--- config.mk ---
export PLATFORM = sky130hd
export DESIGN_NAME = gray_sequence_monitor_flat
export DESIGN_NICKNAME = d
export VERILOG_FILES = /design/src/rtl/gray_sequence_monitor_if.sv /design/src/rtl/gray_sequence_monitor.sv /design/src/flat_wrapper.sv
export SDC_FILE = /design/constraint.sdc
export NUM_CORES = 1
export LEC_CHECK = 0
export BUFFER_PORTS_ARGS = -buffer_cell sky130_fd_sc_hd__buf_2
export CORE_MARGIN = 2
export CORE_UTILIZATION = 43
export CTS_BUF_LIST = sky130_fd_sc_hd__clkbuf_4 sky130_fd_sc_hd__clkbuf_8
export CTS_CLUSTER_SIZE = 24
export DETAILED_ROUTE_END_ITERATION = 10
export PLACE_DENSITY = 0.66
export RECOVER_POWER = 25
export REMOVE_ABC_BUFFERS = 1
export SYNTH_ARGS = -nofsm -noshare
export SYNTH_HDL_FRONTEND = slang
export SYNTH_SLANG_ARGS = --single-unit
--- constraint.sdc ---
create_clock -name Clock -period 4.4 [get_ports Clock]
set_input_delay 0.88 -clock Clock [delete_from_list [all_inputs] [get_ports Clock]]
set_output_delay 0.88 -clock Clock [all_outputs]
set_load 0.05 [all_outputs]
--- src/rtl/gray_sequence_monitor_if.sv ---
// -----------------------------------------------------------------------------
// gray_sequence_monitor_if
//
// Groups the sample path and the status outputs of gray_sequence_monitor.
//   master : producer side (Gray counter / bench) -- drives sample_en, gray_in,
//            observes the decoded count and status.
//   slave  : the monitor itself -- samples sample_en, gray_in and drives
//            bin_out, bin_valid, step_err, wrap, locked, err_count.
//
// Bit ordering of gray_in / bin_out: bit 1 is the MSB, matching counter q.
// -----------------------------------------------------------------------------
interface gray_sequence_monitor_if #(
    parameter int N_Bits = 5,
    parameter int ERR_W  = 8
);
    logic              sample_en;
    logic [1:N_Bits]   gray_in;
    logic [1:N_Bits]   bin_out;
    logic              bin_valid;
    logic              step_err;
    logic              wrap;
    logic              locked;
    logic [ERR_W-1:0]  err_count;

    modport master (
        output sample_en, gray_in,
        input  bin_out, bin_valid, step_err, wrap, locked, err_count
    );

    modport slave (
        input  sample_en, gray_in,
        output bin_out, bin_valid, step_err, wrap, locked, err_count
    );
endinterface

--- src/rtl/gray_sequence_monitor.sv ---
// -----------------------------------------------------------------------------
// gray_sequence_monitor
//
// Samples a Gray-coded count, decodes it to binary and verifies that each
// accepted sample advances by exactly one count (mod 2^N_Bits) or holds.
// Tracks lock (LOCK_LEN consecutive good advances), wrap-around from all ones
// to zero, and a saturating count of illegal steps.
//
// Ports:
//   Clock          rising-edge clock, shared with the Gray counter
//   Clear          synchronous active-high reset, priority over sampling
//   mon (slave)    sample_en, gray_in  -> sampled when sample_en is high
//                  bin_out             registered binary decode of last sample
//                  bin_valid           1-cycle pulse per accepted sample
//                  step_err            1-cycle pulse on an illegal step
//                  wrap                1-cycle pulse on advance all-ones -> 0
//                  locked              level, LOCK_LEN good advances since
//                                      last error or Clear
//                  err_count           saturating step-error count
// -----------------------------------------------------------------------------
module gray_sequence_monitor #(
    parameter int N_Bits   = 5,
    parameter int LOCK_LEN = 4,
    parameter int ERR_W    = 8
) (
    input  logic                    Clock,
    input  logic                    Clear,
    gray_sequence_monitor_if.slave  mon
);

    typedef enum logic [1:0] {
        SYNC    = 2'd0,
        ACQUIRE = 2'd1,
        LOCKED  = 2'd2
    } state_t;

    localparam logic [3:0] LOCK_TARGET = 4'(LOCK_LEN);

    // Registered state
    state_t             state_q;
    logic [N_Bits-1:0]  prev_q;
    logic [N_Bits-1:0]  bin_q;
    logic [3:0]         good_cnt_q;
    logic               bin_valid_q;
    logic               step_err_q;
    logic               wrap_q;
    logic               locked_q;
    logic [ERR_W-1:0]   err_cnt_q;

    // Next-state values
    state_t             state_nx;
    logic [N_Bits-1:0]  prev_nx;
    logic [N_Bits-1:0]  bin_nx;
    logic [3:0]         good_cnt_nx;
    logic               bin_valid_nx;
    logic               step_err_nx;
    logic               wrap_nx;
    logic [ERR_W-1:0]   err_cnt_nx;

    // Decode and step classification
    logic [N_Bits-1:0]  gray_vec;
    logic [N_Bits-1:0]  bin_dec;
    logic [N_Bits-1:0]  step;
    logic               parity;
    logic               is_adv;
    logic               is_hold;
    logic               is_err;
    logic               is_wrap;

    // Binary bit i is the XOR of all Gray bits from the MSB down to i.
    always_comb begin
        gray_vec = mon.gray_in;
        parity   = 1'b0;
        bin_dec  = '0;
        for (int i = N_Bits - 1; i >= 0; i--) begin
            parity     = parity ^ gray_vec[i];
            bin_dec[i] = parity;
        end
    end

    // Modular subtraction gives the step directly; wrap is just an advance
    // whose predecessor was all ones.
    assign step    = bin_dec - prev_q;
    assign is_adv  = (step == N_Bits'(1));
    assign is_hold = (step == '0);
    assign is_err  = !is_adv && !is_hold;
    assign is_wrap = is_adv && (prev_q == '1) && (bin_dec == '0);

    // Next-state / output logic
    // NOTE: every variable gets a default at the top of the block so no path
    // leaves one unassigned -- otherwise synthesis infers a latch.
    always_comb begin
        state_nx     = state_q;
        prev_nx      = prev_q;
        bin_nx       = bin_q;
        good_cnt_nx  = good_cnt_q;
        bin_valid_nx = 1'b0;
        step_err_nx  = 1'b0;
        wrap_nx      = 1'b0;
        err_cnt_nx   = err_cnt_q;

        if (mon.sample_en) begin
            // Every accepted sample re-references, including after an error.
            prev_nx      = bin_dec;
            bin_nx       = bin_dec;
            bin_valid_nx = 1'b1;

            if (state_q != SYNC && is_err) begin
                step_err_nx = 1'b1;
                if (err_cnt_q != '1) begin
                    err_cnt_nx = err_cnt_q + ERR_W'(1);
                end
            end

            unique case (state_q)
                SYNC: begin
                    // First sample after Clear is a pure load, no step check.
                    state_nx    = ACQUIRE;
                    good_cnt_nx = '0;
                end
                ACQUIRE: begin
                    if (is_adv) begin
                        wrap_nx     = is_wrap;
                        good_cnt_nx = good_cnt_q + 4'd1;
                        if (good_cnt_nx == LOCK_TARGET) begin
                            state_nx = LOCKED;
                        end
                    end else if (is_err) begin
                        good_cnt_nx = '0;
                    end
                end
                LOCKED: begin
                    if (is_adv) begin
                        wrap_nx = is_wrap;
                    end else if (is_err) begin
                        state_nx    = ACQUIRE;
                        good_cnt_nx = '0;
                    end
                end
                default: begin
                    state_nx    = SYNC;
                    good_cnt_nx = '0;
                end
            endcase
        end
    end

    // State register
    // NOTE: sequential state uses non-blocking assignments so every flop
    // samples the pre-edge values regardless of statement order.
    always_ff @(posedge Clock) begin
        if (Clear) begin
            // NOTE: prev and bin_out are cleared along with the control state;
            // bin_out is a visible output that must read 0 after Clear.
            state_q     <= SYNC;
            prev_q      <= '0;
            bin_q       <= '0;
            good_cnt_q  <= '0;
            bin_valid_q <= 1'b0;
            step_err_q  <= 1'b0;
            wrap_q      <= 1'b0;
            locked_q    <= 1'b0;
            err_cnt_q   <= '0;
        end else begin
            state_q     <= state_nx;
            prev_q      <= prev_nx;
            bin_q       <= bin_nx;
            good_cnt_q  <= good_cnt_nx;
            bin_valid_q <= bin_valid_nx;
            step_err_q  <= step_err_nx;
            wrap_q      <= wrap_nx;
            locked_q    <= (state_nx == LOCKED);
            err_cnt_q   <= err_cnt_nx;
        end
    end

    assign mon.bin_out   = bin_q;
    assign mon.bin_valid = bin_valid_q;
    assign mon.step_err  = step_err_q;
    assign mon.wrap      = wrap_q;
    assign mon.locked    = locked_q;
    assign mon.err_count = err_cnt_q;

endmodule
--- src/flat_wrapper.sv ---
// flat-port wrapper written by rule: the top's interface ports become plain ports
module gray_sequence_monitor_flat 
#(
    parameter int N_Bits   = 5,
    parameter int LOCK_LEN = 4,
    parameter int ERR_W    = 8
)
  (Clock, Clear, mon_sample_en, mon_gray_in, mon_bin_out, mon_bin_valid, mon_step_err, mon_wrap, mon_locked, mon_err_count);
  gray_sequence_monitor_if #(.N_Bits(N_Bits), .ERR_W(ERR_W)) mon_i ();
  input  logic Clock;
  input  logic Clear;
  input wire logic [$bits(mon_i.sample_en)-1:0] mon_sample_en;
  input wire logic [$bits(mon_i.gray_in)-1:0] mon_gray_in;
  output wire logic [$bits(mon_i.bin_out)-1:0] mon_bin_out;
  output wire logic [$bits(mon_i.bin_valid)-1:0] mon_bin_valid;
  output wire logic [$bits(mon_i.step_err)-1:0] mon_step_err;
  output wire logic [$bits(mon_i.wrap)-1:0] mon_wrap;
  output wire logic [$bits(mon_i.locked)-1:0] mon_locked;
  output wire logic [$bits(mon_i.err_count)-1:0] mon_err_count;
  assign mon_i.sample_en = mon_sample_en;
  assign mon_i.gray_in = mon_gray_in;
  assign mon_bin_out = mon_i.bin_out;
  assign mon_bin_valid = mon_i.bin_valid;
  assign mon_step_err = mon_i.step_err;
  assign mon_wrap = mon_i.wrap;
  assign mon_locked = mon_i.locked;
  assign mon_err_count = mon_i.err_count;
  gray_sequence_monitor #(.N_Bits(N_Bits), .LOCK_LEN(LOCK_LEN), .ERR_W(ERR_W)) u_core (.Clock(Clock), .Clear(Clear), .mon(mon_i));
endmodule
* Yosys cells after proc, flatten, opt, wreduce, memory -nomap -nowiden *
Cells that the tools add are included.

storage, ports and cells
  flip-flop bits (word level) = 23
  bits of input ports = 8
  output and inout bits = 17
  logic and storage cells = 53

operators by class
  add/subtract/negate cells = 3
  equality and inequality tests = 8
  multiplexer cells = 12
  bitwise operators = 7
  reductions and logical operators = 15

operator list
  operator                                        number
  2-to-1 mux 4 bit                                3
  zero test 5 bit                                 2
  2-to-1 mux 2 bit                                5
  adder 8 x 1 -> 8 bit (second input constant)    1
  != test 8 bit (second input constant)           1
  one-hot mux 4 bit (2 select lines)              1
  one-hot mux 2 bit (3 select lines)              1
  == test 5 x 1 -> 1 bit (second input constant)  1
  == test 5 bit (second input constant)           1
  subtractor 5 bit                                1
  adder 4 x 1 -> 4 bit (second input constant)    1
  == test 2 bit (second input constant)           2
  == test 4 x 3 -> 1 bit (second input constant)  1
  logical AND 1 bit                               4
  OR reduction 2 bit                              2
  OR reduction 4 bit                              1
  XOR 1 bit                                       4
  inverter 1 bit                                  3
  AND reduction 3 bit                             1
  == test 2 x 1 -> 1 bit (second input constant)  1
  zero test 1 bit                                 2
  zero test 2 bit                                 1
  2-to-1 mux 1 bit                                2
  != test 2 bit (second input constant)           1
  other kinds (2)                                 2

* Longest topological paths before layout *
  depth after elaboration = 13
  gate-level depth with buffers = 15
  mapped depth without buffers = 13

* Worst setup path after synthesis *
Ideal clock, no wire load.

  kind = input to register
  start point = input port mon_gray_in[4]
  end point = register u_core.err_cnt_q[4] (netlist: u_core.mon.err_count[4])
  setup time = 70 ps
  arrival time = 3726 ps
  required time = 4330 ps
  path slack = 604 ps
  stages = 14
  buffers on the path = 1
  cell sequence = xnor2_1 -> ha_1 -> xnor2_1 -> ha_1 -> inv_1 -> ha_1 -> inv_1 -> fa_1 -> nand3_1 -> a21oi_1 -> o221a_1 -> buf_6 -> or4_1 -> a21oi_1

between the ends
  cells in the longest elaborated chain, start to end = 10
  elaborated cells between the ends (all ways) = 12
  those cells by class = add/sub: 1; eq/ne: 1; bitwise: 4; reduce/logical: 6

RTL lines
  item                                                              line                                                      RTL
  from (decl)                                                       flat_wrapper.sv:13                                        input wire logic [$bits(mon_i.gray_in)-1:0] mon_gray_in;
  XOR 1 bit (*) (2 in series)                                       gray_sequence_monitor.sv:76                               parity = parity ^ gray_vec[i];
  named net u_core.bin_dec[2]                                       gray_sequence_monitor.sv:62                               logic [N_Bits-1:0] bin_dec;
  XOR 1 bit (*) (2 in series)                                       gray_sequence_monitor.sv:76
  named net u_core.bin_dec[0]                                       gray_sequence_monitor.sv:62
  subtractor 5 bit (*)                                              gray_sequence_monitor.sv:83                               assign step = bin_dec - prev_q;
  == test 5 x 1 -> 1 bit / zero test 5 bit (equally long branches)  gray_sequence_monitor.sv:84, gray_sequence_monitor.sv:85
  zero test 1 bit                                                   gray_sequence_monitor.sv:86                               assign is_err = !is_adv && !is_hold;
  logical AND 1 bit (*)                                             gray_sequence_monitor.sv:86
  logical AND 1 bit (*)                                             gray_sequence_monitor.sv:108                              if (state_q != SYNC && is_err) begin
  AND reduction 3 bit (no source line) (*)                          -
  to (signal assigned)                                              gray_sequence_monitor.sv:173                              err_cnt_q <= err_cnt_nx;
  to (decl)                                                         gray_sequence_monitor.sv:48                               logic [ERR_W-1:0] err_cnt_q;

Mark *: on every way through the listed nets, which the timed path passes. The rest lies on a longest branch.
A chain may end at the register's enable or synchronous reset.

* Worst setup path in the final report *
  start point = input port mon_gray_in[4]
  end point = register u_core.err_cnt_q[7] (netlist: u_core.mon.err_count[7])

The elaborated chain is that of the path after synthesis.

==> impl_metrics.json <==
{
  "crit_chain": "clkbuf_1 > xnor2_1 > ha_1 > xnor2_1 > ha_1 > inv_1 > ha_1 > inv_1 > fa_1 > nand3_1 > a21oi_1 > o221a_1 > or4_1 > a21oi_1",
  "place_congestion": 0.851,
  "syn_to_final_growth_pct": 11.7,
  "finClkSkew_ns": 0.00911,
  "drc": 0,
  "antenna_found_initial": 0,
  "insertion_delay_ns": 0.32,
  "finalWirelength_um": 3130,
  "holdCritStartpoint": "u_core.mon.bin_out[3]",
  "crit_family": "adder cells",
  "r2r-start": "u_core.mon.bin_out[5]",
  "fin_crit_ns": 4.01,
  "hp-class": "flop to flop",
  "num_rows": 20,
  "placedCellCount": 227,
  "overflow": 0,
  "root_buffer": "clkbuf_4",
  "status": "finished, final reports clean",
  "start_util_pct": 45.6,
  "slowest_delay_ns": 0.58,
  "cts_setup_buffers": 0,
  "postCtsHoldBufs": 0,
  "wl_per_cell_um": 13.5,
  "cp_max_fo": 21,
  "total_power_uw": 475,
  "hpwl_um": 2390,
  "maxSlewViolCount": 0,
  "syn-instance-count": 165,
  "cts-resized-gates": 0,
  "final_cells": 231,
  "crit_top_cell": "ha_1",
  "die_h_um": 61.4,
  "drv_cap": 0,
  "cp-end-kind": "flop",
  "tightestPinTransition_ns": 0.668,
  "antenna_cells": 0,
  "syn-cell-area_um2": 1420,
  "cts_max_path_buffers": 2,
  "max_freq_mhz": 250,
  "ys_warn_count": 0,
  "cts_tree": "done",
  "synthFlopType": "dfxtp_1",
  "period_share_pct": 91.1,
  "vias": 1266,
  "syn_area_per_cell_um2": 8.58,
  "maxSlewHeadroom_pct": 55.4,
  "final.setup.tns_ns": 0,
  "core_um2": 3100,
  "ys_ff_latch": 23,
  "rsz0062_at_grt": "no",
  "die_area_um2": 3770,
  "track_usage_pct": 19.9,
  "drt_first_iter_violations": 87,
  "synth_edf_count": 0,
  "pin_count": 25,
  "setup_viol": 0,
  "nets": 209,
  "grt_pass1_wl_um": 5580,
  "port_buffers": 24,
  "yosysUniqueCellTypes": 45,
  "htree_levels": 1,
  "start_kind": "input pin",
  "worstPathArrival_ns": 4.26,
  "cp_num_buf_inv": 3,
  "path_class": "input pin to flop",
  "hold_violations": 0,
  "synthArstFlopShare_pct": 0,
  "dieWidth_um": 61.4,
  "r2r-end": "u_core.mon.err_count[7]",
  "layout-drive-gt1-share_pct": 12.8,
  "crit_required_ns": 4.65,
  "cts_buffers": 3,
  "detailed_place.area_um2": 1560,
  "worst_path_max_delay_cell": "or4_1",
  "reg2reg_depth": 8,
  "rrSetupSlack_ns": 1.91,
  "nFillCells": 332,
  "ir_drop_mv": 0.173,
  "via_per_inst": 5.48,
  "p_leak_uw": 0.000667,
  "post-route-cell-area_um2": 1580,
  "ant_nets": 0,
  "seq_area_frac_synth_pct": 32.5,
  "clk_pin_slew_ns": 0.13,
  "drtPass1Iterations": 4,
  "holdPathStages": 2,
  "hold_end": "u_core.mon.wrap",
  "clock-sinks": 23,
  "grt_pass1_vias": 1240,
  "powerDensity_nw_per_um2": 301,
  "grt_start_max_net_pins": 23
}
## per-stage QoR
step | hold slack, ns | util, % | worst slack, ns
final | 0.498 | 50.9 | 0.392
after global placement | 0.468 | 50.2 | 0.215
after global routing | 0.549 | 50.9 | 0.0760
after floorplan | 0.470 | - | 0.558
after CTS | 0.498 | 51.2 | 0.415
after detailed placement | 0.480 | 50.2 | 0.0773
## cells in the mapped netlist, types with 3 or more instances
| library cell | instances | area share (%) |
|---|---|---|
| a21oi_1 | 15 | 5.3 |
| and3_1 | 3 | 1.3 |
| clkbuf_1 | 4 | 1.1 |
| dfxtp_1 | 23 | 33 |
| ha_1 | 12 | 11 |
| inv_1 | 16 | 4.2 |
| mux2i_1 | 7 | 5.0 |
| nand2_1 | 5 | 1.3 |
| nand2b_1 | 5 | 2.2 |
| nand3_1 | 9 | 3.2 |
| nor2_1 | 10 | 2.7 |
| nor2b_1 | 3 | 1.3 |
| o21ai_0 | 5 | 1.8 |
| o31ai_1 | 5 | 2.7 |
| or4_1 | 4 | 2.1 |
## where the power goes
| group | switching [uW] | internal (uW) |
|---|---|---|
| Clock | 65.4 | 41.6 |
| Combinational | 97.4 | 48.0 |
| Sequential | 7.42 | 216 |
## cells by family (layout without fill, tap and decap cells)
group                    after synthesis  after routing  synth area share (%)
multiplexers                           7              7                  4.95
XOR/XNOR                               4              4                  2.48
AO/OA/AOI/OAI                         41             41                  19.5
AND/OR/NAND/NOR                       55             55                  22.1
flip-flops                            23             23                  32.5
adder cells (fa/ha/maj)               13             13                  12.0
buffers and inverters                 22             44                  6.45
## per-layer routing
layer  GRT usage, %  share of wire, %  vias up
met4           4.86              0.61        0
li1               -                 -      648
met1           26.1                47      587
met5              0                 0        -
met3           4.62               4.3        2
met2           33.4                48       29
## how the worst max path moves through the flow
stage	startpoint	end	slack, ns	cells past startpoint
floorplan	mon_gray_in[4]	u_core.mon.err_count[5]	0.56	13
global placement	mon_gray_in[4]	u_core.mon.err_count[7]	0.22	14
detailed placement	mon_gray_in[4]	u_core.mon.err_count[7]	0.08	14
CTS	mon_gray_in[4]	u_core.mon.err_count[7]	0.41	14
global route	mon_gray_in[4]	u_core.good_cnt_q[1]	0.08	14
finish	mon_gray_in[4]	u_core.mon.err_count[7]	0.39	14
## sequential cells by signal, indices dropped and copies added (netlist names)
name	cells
u_core.mon.bin_out	5
u_core.mon.bin_valid	1
u_core.mon.wrap	1
u_core.mon.err_count	8
u_core.mon.locked	1
u_core.good_cnt_q	4
u_core.mon.step_err	1
u_core.state_q	2
## tightest hold or removal path: cells and delay by family (launching register included)
| kind | cells | cell delay [ns] |
|---|---|---|
| simple gates | 2 | 0.11 |
| flops | 1 | 0.35 |
## cell type report
type	count	area (um^2)	area share (%)
multi-input cells	120	863	54.6
well taps	44	55.1	3.48
clock buffers	4	30.0	1.90
repair buffers	24	111	7.05
flip-flops and latches	23	460	29.1
inverters	16	60.1	3.80
## cells in the final DEF (no fill, tap or decap), types with 3 or more instances in the layout
cell	netlist	final
a21oi_1	15	15
and3_1	3	3
buf_2	1	17
clkbuf_1	4	7
clkbuf_4	0	4
dfxtp_1	23	23
ha_1	12	12
inv_1	16	16
mux2i_1	7	7
nand2_1	5	5
nand2b_1	5	5
nand3_1	9	9
nor2_1	10	10
nor2b_1	3	3
o21ai_0	5	5
o31ai_1	5	5
or4_1	4	4
No activity file was read; power rests on OpenSTA's default activity.
